[config.mk]
export PLATFORM = sky130hd
export DESIGN_NAME = mmio_uart_tx
export DESIGN_NICKNAME = d
export VERILOG_FILES = /design/src/rtl/mmio_pkg.sv /design/src/rtl/sync_fifo.sv /design/src/rtl/mmio_uart_tx.sv
export SDC_FILE = /design/constraint.sdc
export NUM_CORES = 1
export LEC_CHECK = 0
export CORE_UTILIZATION = 46
export DETAILED_ROUTE_END_ITERATION = 16
export HOLD_SLACK_MARGIN = 0.02
export PLACE_DENSITY = 0.71
export SYNTH_ARGS = -nofsm -noshare
export SYNTH_HDL_FRONTEND = slang
export SYNTH_HIERARCHICAL = 1
export SYNTH_SLANG_ARGS = --single-unit
export TNS_END_PERCENT = 1
[constraint.sdc]
create_clock -name clk -period 4 [get_ports clk]
set_input_delay 0.4 -clock clk [delete_from_list [all_inputs] [get_ports clk]]
set_output_delay 0.4 -clock clk [all_outputs]
set_load 0.02 [all_outputs]
[src/rtl/mmio_pkg.sv]
// mmio_pkg: shared definitions for the memory-mapped UART transmit stage.
// Holds register offsets relative to the MMIO base, STATUS bit positions
// and the transmit FSM state encoding.
package mmio_pkg;

  // Word offsets of the two MMIO registers from the base address
  localparam logic [31:0] TXDATA_OFS = 32'h0000_0000;
  localparam logic [31:0] STATUS_OFS = 32'h0000_0004;

  // STATUS register field positions
  localparam int ST_BUSY_BIT  = 0;
  localparam int ST_FULL_BIT  = 1;
  localparam int ST_EMPTY_BIT = 2;
  localparam int ST_OVF_BIT   = 3;
  localparam int ST_COUNT_LSB = 8;

  // Transmit FSM states, one per part of the 8N1 frame
  typedef enum logic [1:0] {
    TX_IDLE  = 2'd0,
    TX_START = 2'd1,
    TX_DATA  = 2'd2,
    TX_STOP  = 2'd3
  } tx_state_e;

endpackage

[src/rtl/sync_fifo.sv]
// sync_fifo: single-clock FIFO with a combinational head output.
// Ports:
//   clk, rst        clock and asynchronous active-high reset
//   push, din       write request and data (ignored when full)
//   pop             read request (ignored when empty)
//   dout            current head entry, valid whenever empty is low
//   full, empty     occupancy flags derived from the registered count
//   count           number of stored entries, 0..DEPTH
module sync_fifo #(
  parameter int WIDTH = 8,
  parameter int DEPTH = 16
) (
  input  logic                     clk,
  input  logic                     rst,
  input  logic                     push,
  input  logic [WIDTH-1:0]         din,
  input  logic                     pop,
  output logic [WIDTH-1:0]         dout,
  output logic                     full,
  output logic                     empty,
  output logic [$clog2(DEPTH):0]   count
);

  localparam int PW = $clog2(DEPTH);
  localparam int CW = PW + 1;

  logic [WIDTH-1:0] r_mem [DEPTH];
  logic [PW-1:0]    r_head;
  logic [PW-1:0]    r_tail;
  logic [CW-1:0]    r_count;
  logic             w_doPush;
  logic             w_doPop;

  assign full     = (r_count == CW'(DEPTH));
  assign empty    = (r_count == '0);
  assign count    = r_count;
  assign dout     = r_mem[r_head];
  assign w_doPush = push && !full;
  assign w_doPop  = pop && !empty;

  // Storage array needs no reset; only entries behind the tail are ever read
  always_ff @(posedge clk) begin
    if (w_doPush) begin
      r_mem[r_tail] <= din;
    end
  end

  // Pointers wrap naturally because DEPTH is a power of two
  always_ff @(posedge clk or posedge rst) begin
    if (rst) begin
      r_head  <= '0;
      r_tail  <= '0;
      r_count <= '0;
    end else begin
      if (w_doPush) begin
        r_tail <= r_tail + 1'b1;
      end
      if (w_doPop) begin
        r_head <= r_head + 1'b1;
      end
      case ({w_doPush, w_doPop})
        2'b10:   r_count <= r_count + 1'b1;
        2'b01:   r_count <= r_count - 1'b1;
        default: r_count <= r_count;
      endcase
    end
  end

endmodule

[src/rtl/mmio_uart_tx.sv]
// mmio_uart_tx: MMIO stage between the core data port and data RAM.
// Writes to TXDATA queue a byte for an 8N1 UART; STATUS reports the queue.
// Ports:
//   clk, rst     clock and asynchronous active-high reset
//   addr         core data address (only addr[31:2] is decoded)
//   wdata, be    store data (big-endian lanes) and byte enables
//   ram_rdata    read word from data RAM
//   rdata        read word returned to the core
//   ram_we       byte enables forwarded to data RAM (0 for MMIO hits)
//   txd          serial output, idles high
//   tx_busy      FIFO non-empty or frame in progress
module mmio_uart_tx #(
  parameter int          CLKS_PER_BIT = 868,
  parameter int          FIFO_DEPTH   = 16,
  parameter logic [31:0] MMIO_BASE    = 32'hFFFF_0000
) (
  input  logic        clk,
  input  logic        rst,
  input  logic [31:0] addr,
  input  logic [31:0] wdata,
  input  logic [3:0]  be,
  input  logic [31:0] ram_rdata,
  output logic [31:0] rdata,
  output logic [3:0]  ram_we,
  output logic        txd,
  output logic        tx_busy
);

  import mmio_pkg::*;

  localparam int              CW        = $clog2(FIFO_DEPTH) + 1;
  localparam int              BW        = $clog2(CLKS_PER_BIT);
  localparam logic [BW-1:0]   BAUD_LAST = BW'(CLKS_PER_BIT - 1);
  localparam logic [31:0]     TX_ADDR   = MMIO_BASE + TXDATA_OFS;
  localparam logic [31:0]     ST_ADDR   = MMIO_BASE + STATUS_OFS;

  logic          w_hitTx;
  logic          w_hitSt;
  logic          w_anyBe;
  logic          w_enq;
  logic          w_pop;
  logic [7:0]    w_txByte;
  logic [7:0]    w_fifoDout;
  logic          w_full;
  logic          w_empty;
  logic [CW-1:0] w_count;
  logic [31:0]   w_status;
  logic          w_baudEnd;
  logic          w_unused;

  logic          r_overflow;
  tx_state_e     r_state;
  tx_state_e     w_stateNext;
  logic [BW-1:0] r_baud;
  logic [BW-1:0] w_baudNext;
  logic [2:0]    r_bitIdx;
  logic [2:0]    w_bitIdxNext;
  logic [7:0]    r_shift;
  logic [7:0]    w_shiftNext;

  // Byte-offset bits play no part in register selection
  assign w_unused = &{1'b0, addr[1:0]};

  assign w_hitTx = (addr[31:2] == TX_ADDR[31:2]);
  assign w_hitSt = (addr[31:2] == ST_ADDR[31:2]);
  assign w_anyBe = |be;
  assign w_enq   = w_hitTx && w_anyBe;
  assign ram_we  = (w_hitTx || w_hitSt) ? 4'b0000 : be;
  assign tx_busy = !w_empty || (r_state != TX_IDLE);

  // be[0] is the lowest lane (wdata[7:0]), so a full-word store sends its LSB
  always_comb begin
    w_txByte = wdata[31:24];
    if (be[0]) begin
      w_txByte = wdata[7:0];
    end else if (be[1]) begin
      w_txByte = wdata[15:8];
    end else if (be[2]) begin
      w_txByte = wdata[23:16];
    end
  end

  sync_fifo #(
    .WIDTH (8),
    .DEPTH (FIFO_DEPTH)
  ) u_fifo (
    .clk   (clk),
    .rst   (rst),
    .push  (w_enq),
    .din   (w_txByte),
    .pop   (w_pop),
    .dout  (w_fifoDout),
    .full  (w_full),
    .empty (w_empty),
    .count (w_count)
  );

  always_comb begin
    w_status                         = '0;
    w_status[ST_BUSY_BIT]            = tx_busy;
    w_status[ST_FULL_BIT]            = w_full;
    w_status[ST_EMPTY_BIT]           = w_empty;
    w_status[ST_OVF_BIT]             = r_overflow;
    w_status[ST_COUNT_LSB +: 8]      = 8'(w_count);
  end

  always_comb begin
    if (w_hitSt) begin
      rdata = w_status;
    end else if (w_hitTx) begin
      rdata = 32'h0000_0000;
    end else begin
      rdata = ram_rdata;
    end
  end

  // Fullness uses the registered count, so a same-cycle pop cannot save a
  // byte written into a full FIFO; a STATUS write takes priority over a set
  always_ff @(posedge clk or posedge rst) begin
    if (rst) begin
      r_overflow <= 1'b0;
    end else if (w_hitSt && w_anyBe) begin
      r_overflow <= 1'b0;
    end else if (w_enq && w_full) begin
      r_overflow <= 1'b1;
    end
  end

  always_ff @(posedge clk or posedge rst) begin
    if (rst) begin
      r_state  <= TX_IDLE;
      r_baud   <= '0;
      r_bitIdx <= '0;
      r_shift  <= '0;
    end else begin
      r_state  <= w_stateNext;
      r_baud   <= w_baudNext;
      r_bitIdx <= w_bitIdxNext;
      r_shift  <= w_shiftNext;
    end
  end

  // Baud counter restarts at zero on every state or bit change
  always_comb begin
    w_stateNext  = r_state;
    w_baudNext   = r_baud;
    w_bitIdxNext = r_bitIdx;
    w_shiftNext  = r_shift;
    w_pop        = 1'b0;
    w_baudEnd    = (r_baud == BAUD_LAST);
    case (r_state)
      TX_IDLE: begin
        if (!w_empty) begin
          w_pop        = 1'b1;
          w_shiftNext  = w_fifoDout;
          w_bitIdxNext = '0;
          w_baudNext   = '0;
          w_stateNext  = TX_START;
        end
      end
      TX_START: begin
        if (w_baudEnd) begin
          w_baudNext  = '0;
          w_stateNext = TX_DATA;
        end else begin
          w_baudNext = r_baud + 1'b1;
        end
      end
      TX_DATA: begin
        if (w_baudEnd) begin
          w_baudNext  = '0;
          w_shiftNext = {1'b0, r_shift[7:1]};
          if (r_bitIdx == 3'd7) begin
            w_stateNext = TX_STOP;
          end else begin
            w_bitIdxNext = r_bitIdx + 1'b1;
          end
        end else begin
          w_baudNext = r_baud + 1'b1;
        end
      end
      TX_STOP: begin
        if (w_baudEnd) begin
          w_baudNext  = '0;
          w_stateNext = TX_IDLE;
        end else begin
          w_baudNext = r_baud + 1'b1;
        end
      end
      default: begin
        w_stateNext = TX_IDLE;
      end
    endcase
  end

  // Decoded straight from state so an async reset forces the line high at once
  always_comb begin
    case (r_state)
      TX_START: txd = 1'b0;
      TX_DATA:  txd = r_shift[0];
      default:  txd = 1'b1;
    endcase
  end

endmodule

# ---- Word-level counts from Yosys, hierarchy flattened
# Memories as Yosys holds them, arrays and structs flattened.
# Cells that the tools add are included.
dict set report word_totals {
  register_bits 37
  ramBits 128
  word_cells 81
  out_inout_bits 38
  mem_count 1
  inputBits 102
}
dict set report classes {
  n_mux 30
  reduce_logical 20
  add_sub_neg 6
  n_eq_ne 16
}
# memory words width rd rd_clocked_by_memory_dff wr line
set mem_list {}
lappend mem_list {u_fifo.r_mem 16 8 1 0 1 sync_fifo.sv:27} ;# logic [WIDTH-1:0] r_mem [DEPTH];
# op count
set op_table {}
lappend op_table {{2-to-1 mux 32 bit} 2}
lappend op_table {{equality test 30 bit, second input constant} 2}
lappend op_table {{2-to-1 mux 8 bit} 5}
lappend op_table {{2-to-1 mux 10 bit} 2}
lappend op_table {{case mux 10 bit (2 select lines)} 1}
lappend op_table {{case mux 8 bit (2 select lines)} 1}
lappend op_table {{!= test 2 bit, second input constant} 6}
lappend op_table {{adder 10 x 1 -> 10 bit, second input constant} 1}
lappend op_table {{equality test 10 bit, second input constant} 1}
lappend op_table {{2-to-1 mux 2 bit} 5}
lappend op_table {{case mux 5 bit (2 select lines)} 1}
lappend op_table {{2-to-1 mux 3 bit} 3}
lappend op_table {{adder 4 x 1 -> 4 bit, second input constant} 2}
lappend op_table {{case mux 2 bit (4 select lines)} 1}
lappend op_table {{nonzero test 2 bit} 4}
lappend op_table {{equality test 2 bit, second input constant} 3}
lappend op_table {{2-to-1 mux 1 bit} 6}
lappend op_table {{case mux 3 bit (2 select lines)} 1}
lappend op_table {{adder 5 x 1 -> 5 bit, second input constant} 1}
lappend op_table {{equality test 5 bit, second input constant} 1}
lappend op_table {{logical AND 1 bit} 5}
lappend op_table {{logical NOT 5 bit} 1}
lappend op_table {{AND reduction 5 bit} 1}
lappend op_table {{subtractor 5 x 1 -> 5 bit, second input constant} 1}
lappend op_table {{12 further kinds} 15}

# ---- Depth between registers and ports, before layout
# Gate-level depths: netlist of run 1.
dict set report logic_depth {
  ltp_word 6
  mapped_depth 16
  ltp_nobuf 14
}

# ---- Cells and area by module
# The synthesis of run 1 kept the hierarchy.
# mod area_per_inst_um2 cells_each seq_area_each_um2 instances
set by_module_without_submodules {}
lappend by_module_without_submodules {sync_fifo 5789.3 333 4169.0 1}
lappend by_module_without_submodules {mmio_uart_tx 2062.0 240 600.6 1}

# ---- Worst setup path after synthesis of run 1
# Ideal clock, no wire load.
dict set report synth_path {
  kind {input to register}
  start {in addr[13]}
  end {reg u_fifo.r_count[4], in the netlist u_fifo/count[4]}
  slack_ps 426
  path_buffers 2
  arrival_time_ps 3451
  t_required_ps 3877
  cell_stages 15
  setup_time_ps 123
  cell_sequence {or4_4 nor4_4 nand2_2 buf_6 nor3b_2 and2_1 buf_2 inv_1 ha_1 ha_1 nor2b_1 o21ai_0 a21oi_1 or3b_1 xnor2_1}
}
dict set report synth_between {
  elab_chain_len 5
  word_cells_on_any_way 7
  classes_between {eq/ne: 3; mux: 1; reduce/logical: 3}
}
# element line
set synth_lines {}
lappend synth_lines {{start, declared} mmio_uart_tx.sv:19} ;# input logic [31:0] addr,
lappend synth_lines {{equality test 30 bit *} mmio_uart_tx.sv:64} ;# assign w_hitTx = (addr[31:2] == TX_ADDR[31:2]);
lappend synth_lines {{logical AND 1 bit *} mmio_uart_tx.sv:67} ;# assign w_enq = w_hitTx && w_anyBe;
lappend synth_lines {{via w_enq} mmio_uart_tx.sv:40} ;# logic w_enq;
lappend synth_lines {{logical AND 1 bit *} sync_fifo.sv:38} ;# assign w_doPush = push && !full;
lappend synth_lines {{equality test 2 x 1 -> 1 bit / equality test 2 bit (equally long branches)} sync_fifo.sv:61} ;# case ({w_doPush, w_doPop})
lappend synth_lines {{case mux 5 bit (2 select lines) / nonzero test 2 bit (equally long branches)} -}
lappend synth_lines {{end signal, assigned} sync_fifo.sv:62} ;# 2'b10: r_count <= r_count + 1'b1;
lappend synth_lines {{end signal, assigned} sync_fifo.sv:63} ;# 2'b01: r_count <= r_count - 1'b1;
lappend synth_lines {{end signal, assigned} sync_fifo.sv:64} ;# default: r_count <= r_count;
lappend synth_lines {{end, declared} sync_fifo.sv:30} ;# logic [CW-1:0] r_count;
# The timed path passes the listed nets; every way through them passes the cells marked *.
# A chain may end at the register's enable or synchronous reset.

# ---- Final worst setup path of run 1
dict set report layout_path {
  start {in addr[13]}
  end {out rdata[2]}
}
dict set report layout_between {
  elab_chain_len 3
  word_cells_on_any_way 4
  classes_between {eq/ne: 2; mux: 2}
}
# element line
set layout_lines {}
lappend layout_lines {{equality test 30 bit} mmio_uart_tx.sv:64}
lappend layout_lines {{2-to-1 mux 32 bit} mmio_uart_tx.sv:110} ;# end else if (w_hitTx) begin
lappend layout_lines {{2-to-1 mux 32 bit *} mmio_uart_tx.sv:108} ;# if (w_hitSt) begin
lappend layout_lines {{end, declared} mmio_uart_tx.sv:23} ;# output logic [31:0] rdata,
# Mark *: on every way between the ends. The rest lies on a longest branch, timed or not.

==> out/metrics.cfg, run 1 <==
[global_route]
grt_max_degree=28
met2_usage=0.358
met1_usage=0.242
grt_pass1_vias=5166
grt_first_pass_wirelength_mm=27.0
grtUsageTotal=0.203
antenna_found_initial=0
gr-max-usage-layer=met2
grt.met3_usage=0.0425
grt.overflow.total=0

[power]
power.density_mw_per_mm2=366
total_leakage_power_nw=3.84
ir_drop_mv=0.300

[setup_path]
rr_endpoint=u_fifo/count[4]
r2r_start=r_state[0]
worst-setup-path-type=in -> out
critPathMaxFanout=10
end_kind=output pin
cp_data_arrival_time_ns=3.15
ff2ff_path_depth=13
crit_required_ns=3.60
reg2reg_setup_slack_ns=0.86
start_kind=primary input

[clocking]
tritoncts=done
cts.sinks=165
htree_levels=4
clkTransAtPathRegs_ns=0.07
cts-resized-gates=0
clock_path_buffers=2
numCtsBuffers=17
cts_setup_buffers=0
clock-root-buffer=clkbuf_16
clkLatencyLatePin_ns=0.42
postCtsHoldBufs=0

[yosys]
synthCells=573
syn_nets=693
async_flop_share=0.224
synth_warnings=6
avgSynthCellArea_um2=13.7
synth_edf_count=128
synthFlopType=edfxtp_1
ys_types=53
ys_seq_area_frac=0.607
synth_area_mm2=0.00785
synth_seq_cells=165

[cells_and_area]
final_common_cell=clkdlybuf4s50_1
drive_gt1_frac=0.148
register_area_mm2=0.00477
nets=852
antenna_cells=0
layout_common_cells=clkdlybuf4s50_1, edfxtp_1, mux2i_1, nand2_1, dfrtp_1
nFillCells=1231
multi_input_area_mm2=0.00277
area_growth_syn_to_layout_pct=29.3

[sta]
rsz0062_at_grt=no
clock.fmax_mhz=282
fin_crit_ns=3.55
timing.slew.headroom=0.378
setup_viol=0
setup_ws_ns=0.451
slew_violations=0
clock_skew_ns=0.0126
min_period_over_period=0.887
hold_violations=0
tns_ns=0
tightest_slew_ns=0.933

[drt]
antenna_left=0
finalWirelength_mm=16.9
vias_per_cell=5.28
vias=5096
first_pass_iters=5
detail_route.wl_per_cell_um=17.5
drc=0
drtIter0Drc=414

[floorplan]
dieArea_mm2=0.0176
io_pins=140
start_util=0.472
die_w_um=133
rows=47
die_h_um=133
core_mm2=0.0166

[hold_path]
hp-class=in -> async

[status]
outcome=complete, no violations

[placement]
port_buffers=137
place.gp.congestion=0.833
dpl.hpwl_mm=12.1
dp_slack_ns=0.168

[run]
drv_cap=0

## Yosys cell counts (3+ instances only)
cell      number  area, um2
a21oi_1       21        105
a221oi_1       8       70.1
a22o_1         4       35.0
a22oi_1        8       60.1
a31oi_1        5       31.3
and2_1        32        200
and3_1         3       18.8
buf_2          6       30.0
buf_6          9        101
clkbuf_1      14       52.6
dfrtp_1       37        926
edfxtp_1     128       3840
ha_1          17        213
inv_1         28        105
mux2_1         8       90.1
mux2_2        16        180
mux2i_1       45        450
mux4_2        16        360
nand2_1       44        165
nand2b_1       3       18.8
nand3_1        6       30.0
nand4_1        4       25.0
nand4b_1       4       35.0
nor2_1        21       78.8
nor2b_1        4       25.0
nor3_1         5       25.0
o21ai_0       33        165
o21ai_1        3       15.0
xnor2_1       10       87.6
xor2_1         3       26.3
## worst max path at each step
stage	startpoint	to	depth (start not counted)
2_1_floorplan	addr[13]	u_fifo/count[4]	15
3_3_place_gp	addr[13]	u_fifo/count[4]	14
3_5_place_dp	addr[13]	u_fifo/count[4]	14
4_1_cts	addr[13]	rdata[2]	6
5_1_grt	addr[13]	rdata[2]	6
6_report	addr[13]	rdata[2]	6
## area by class of cell
| class | instances | share of cell area |
|---|---|---|
| tap | 220 | 0.0271 |
| inverter | 29 | 0.0107 |
| clock inverter | 15 | 0.0175 |
| timing repair buffer | 171 | 0.160 |
| multi-input combinational | 348 | 0.272 |
| sequential | 165 | 0.470 |
| clock buffer | 17 | 0.0419 |
## where the power goes
group	internal (W)	leakage (nW)	switching (W)
logic	0.000146	2.00	0.000114
clock network	0.000843	0.289	0.000744
registers	0.00186	1.55	0.0000000000117
## per-layer routing
metal,vias to the layer above,part of all wire,wire [um]
met5,-,0,0
met4,0,0.020,341
met3,26,0.040,684
met2,126,0.52,8880
met1,2503,0.42,7030
li1,2441,-,-
## kinds of logic (layout without fill, tap and decap cells)
family | Yosys count | after routing | share of synthesized area
mux | 86 | 86 | 0.140
simple gates | 144 | 144 | 0.101
buf+inv | 60 | 232 | 0.0403
fa+ha+maj | 18 | 18 | 0.0296
flops | 165 | 165 | 0.607
xor+xnor | 13 | 13 | 0.0145
compound gates | 87 | 87 | 0.0671
## critical path: stages
cell             delay, ns
clkdlybuf4s50_1       0.40
or4_4                 0.55
nor4_4                0.35
and2_1                0.53
mux2i_1               0.27
clkdlybuf4s50_1       0.65
## sequential cells by signal, summed over array words and instances, names as in the netlist
register / flops
u_fifo/r_mem: 128
r_baud: 10
r_shift: 8
u_fifo/count: 5
u_fifo/r_head: 4
u_fifo/r_tail: 4
r_bitIdx: 3
r_state: 2
r_overflow: 1
## per-stage QoR
step                area, um2  hold slack, ns  utilization  total power (W)  cells
floorplan                7850           0.277            -          0.00199    573
global placement         9550           0.461        0.574          0.00216    933
detailed placement       9550           0.474        0.574          0.00216    933
CTS                     10100           0.384        0.610          0.00374    965
global route            10100           0.427        0.610          0.00381    965
finish                  10100           0.356        0.610          0.00371    965
No activity file was read; power rests on OpenSTA's default activity.
==> inputs of run 2 (changes only) <==
- HOLD_SLACK_MARGIN: 0.02 -> 0.08
==> results of run 2 <==
The final DEF is identical to that of run 1; final timing and power are the same.
==> inputs of run 3 (changes only) <==
- CTS_CLUSTER_DIAMETER: unset -> 60
- PLACE_DENSITY: 0.71 -> 0.74
- clock period: 4 -> 2.9 ns (I/O delays scaled with it)
==> out/metrics.cfg, run 3 (synthesis results as in run 1) <==
[status]
outcome=complete, no violations

[clocking]
cts.sinks=165  ; unchanged
postCtsHoldBufs=0  ; unchanged
clkTransAtPathRegs_ns=0.06  ; about the same
clkLatencyLatePin_ns=0.42  ; about the same
numCtsBuffers=17  ; unchanged
clock_path_buffers=2  ; unchanged
tritoncts=done
htree_levels=4  ; unchanged
clock-root-buffer=clkbuf_16

[placement]
port_buffers=137  ; unchanged
placed_cells=952  ; +2.0%
place.gp.congestion=0.798  ; -4.1%
dp_slack_ns=-0.582  ; -0.749 ns
dpl.hpwl_mm=12.7  ; +4.7%

[sta]
hold_violations=0  ; unchanged
timing.slew.headroom=0.380  ; +0.00165
tightest_slew_ns=0.926  ; -0.00680 ns
clock.fmax_mhz=358
slew_violations=0  ; unchanged
tns_ns=0  ; unchanged
rsz0062_at_grt=no
fin_crit_ns=2.79
min_period_over_period=0.963
setup_ws_ns=0.106  ; -0.344 ns
setup_viol=0  ; unchanged
clock_skew_ns=0.0122  ; -0.000396 ns

[setup_path]
cp_data_arrival_time_ns=3.09  ; -0.06 ns
critPathMaxFanout=4  ; -6
end_kind=register
reg2reg_setup_slack_ns=0.11  ; -0.75 ns
rr_endpoint=u_fifo/count[4]
worst-setup-path-type=reg -> reg
crit_required_ns=3.19  ; -0.41 ns
ff2ff_path_depth=12  ; -1
r2r_start=u_fifo/count[3]
start_kind=register

[floorplan]
core_mm2=0.0166  ; unchanged
dieArea_mm2=0.0176  ; unchanged
die_h_um=133  ; unchanged
start_util=0.472  ; unchanged
rows=47  ; unchanged
io_pins=140  ; unchanged
die_w_um=133  ; unchanged

[drt]
drc=0  ; unchanged
finalWirelength_mm=17.6  ; +3.8%
first_pass_iters=5  ; unchanged
drtIter0Drc=382  ; -7.7%
vias_per_cell=5.33  ; +0.97%
vias=5252  ; +3.1%
antenna_left=0  ; unchanged
detail_route.wl_per_cell_um=17.8  ; +1.7%

[cells_and_area]
nFillCells=1192  ; -3.2%
largest_reg_flops=128  ; unchanged
antenna_cells=0  ; unchanged
largestRegisters=u_fifo/r_mem: 128 flops, r_baud: 10 flops, r_shift: 8 flops
regMostFlops=u_fifo/r_mem
fin_cells=985  ; +2.1%
nets=872  ; +2.3%
final_common_cell=edfxtp_1
layout_common_cells=edfxtp_1, clkdlybuf4s50_1, buf_4, mux2i_1, nand2_1
area_growth_syn_to_layout_pct=32.3
drive_gt1_frac=0.187  ; +0.0393

[power]
total_leakage_power_nw=4.15  ; +8.1%
ir_drop_mv=0.465  ; +55%
power.density_mw_per_mm2=484  ; +32%

[global_route]
grt.overflow.total=0  ; unchanged
antenna_found_initial=0  ; unchanged
grtUsageTotal=0.210  ; +0.00706
grt_max_degree=52  ; +86%
grt_first_pass_wirelength_mm=28.4  ; +5.4%
grt_pass1_vias=5459  ; +5.7%

[run]
drv_cap=0  ; unchanged

[hold_path]
hp-class=in -> async

run 3: cell count changes in the layout (fill, tap and decap cells not counted), sizes merged:
cell and change:
dlygate4sd2 +9, clkbuf +2, clkdlybuf4s50 -30, clkinvlp +1
bufinv +1, clkinv -4, dlymetal6s2s +21, buf +20
run 3: metrics by stage:
step	hold slack (ns)	total power [W]	cell area (um2)	util
detailed placement	0.474	0.00299	9730	0.585
floorplan	0.167	0.00274	7890	-
finish	0.242	0.00503	10400	0.624
CTS	0.245	0.00506	10300	0.617
global route	0.280	0.00518	10400	0.624
global placement	0.464	0.00298	9730	0.585
run 3: where the power goes:
group	switching, W	internal, W	leakage, nW
logic	0.000161	0.000193	2.33
clock network	0.000908	0.00119	0.267
registers	0.0000000000154	0.00257	1.55
run 3: worst max path at each step:
stage,from,end,slack (ns)
6_report,u_fifo/count[3],u_fifo/count[4],0.11
5_1_grt,u_fifo/count[3],u_fifo/count[4],0.004
4_1_cts,addr[13],u_fifo/count[4],-0.10
3_5_place_dp,addr[6],u_fifo/count[4],-0.58
3_3_place_gp,addr[6],u_fifo/count[4],-0.44
2_1_floorplan,addr[6],u_fifo/count[4],-0.25
run 3: layer usage:
layer | GRT usage | up-vias | routed length (um)
met4 | 0.0766 | 0 | 396
met1 | 0.257 | 2590 | 7370
met5 | 0 | - | 0
met2 | 0.375 | 144 | 9170
li1 | - | 2488 | -
met3 | 0.0322 | 30 | 641
run 3: area by class of cell:
type	instances	area (um2)	area share
Sequential cell	165	4770	0.460
Multi-Input combinational cell	348	2840	0.274
Timing Repair Buffer	191	1830	0.176
Clock buffer	19	433	0.0417
Tap cell	220	275	0.0265
Clock inverter	13	120	0.0116
Inverter	29	111	0.0107
run 3: what timing repair did:
item	in CTS	in global routing
setup buffers	0	1
cloned	0	0
pin swaps	4	16
gates resized for setup	10	35
setup endpoints to repair	10	10
run 3: critical path, stage by stage, from the launching register on:
cell and delay, ns:
dfrtp_1 0.46, nor4_4 0.08, and2b_2 0.25, nor2b_1 0.23
nor2b_4 0.24, ha_4 0.20, inv_4 0.04, fa_2 0.38
nor2b_4 0.12, o21ai_2 0.08, nand3_1 0.08, or3b_1 0.37
xnor2_1 0.14
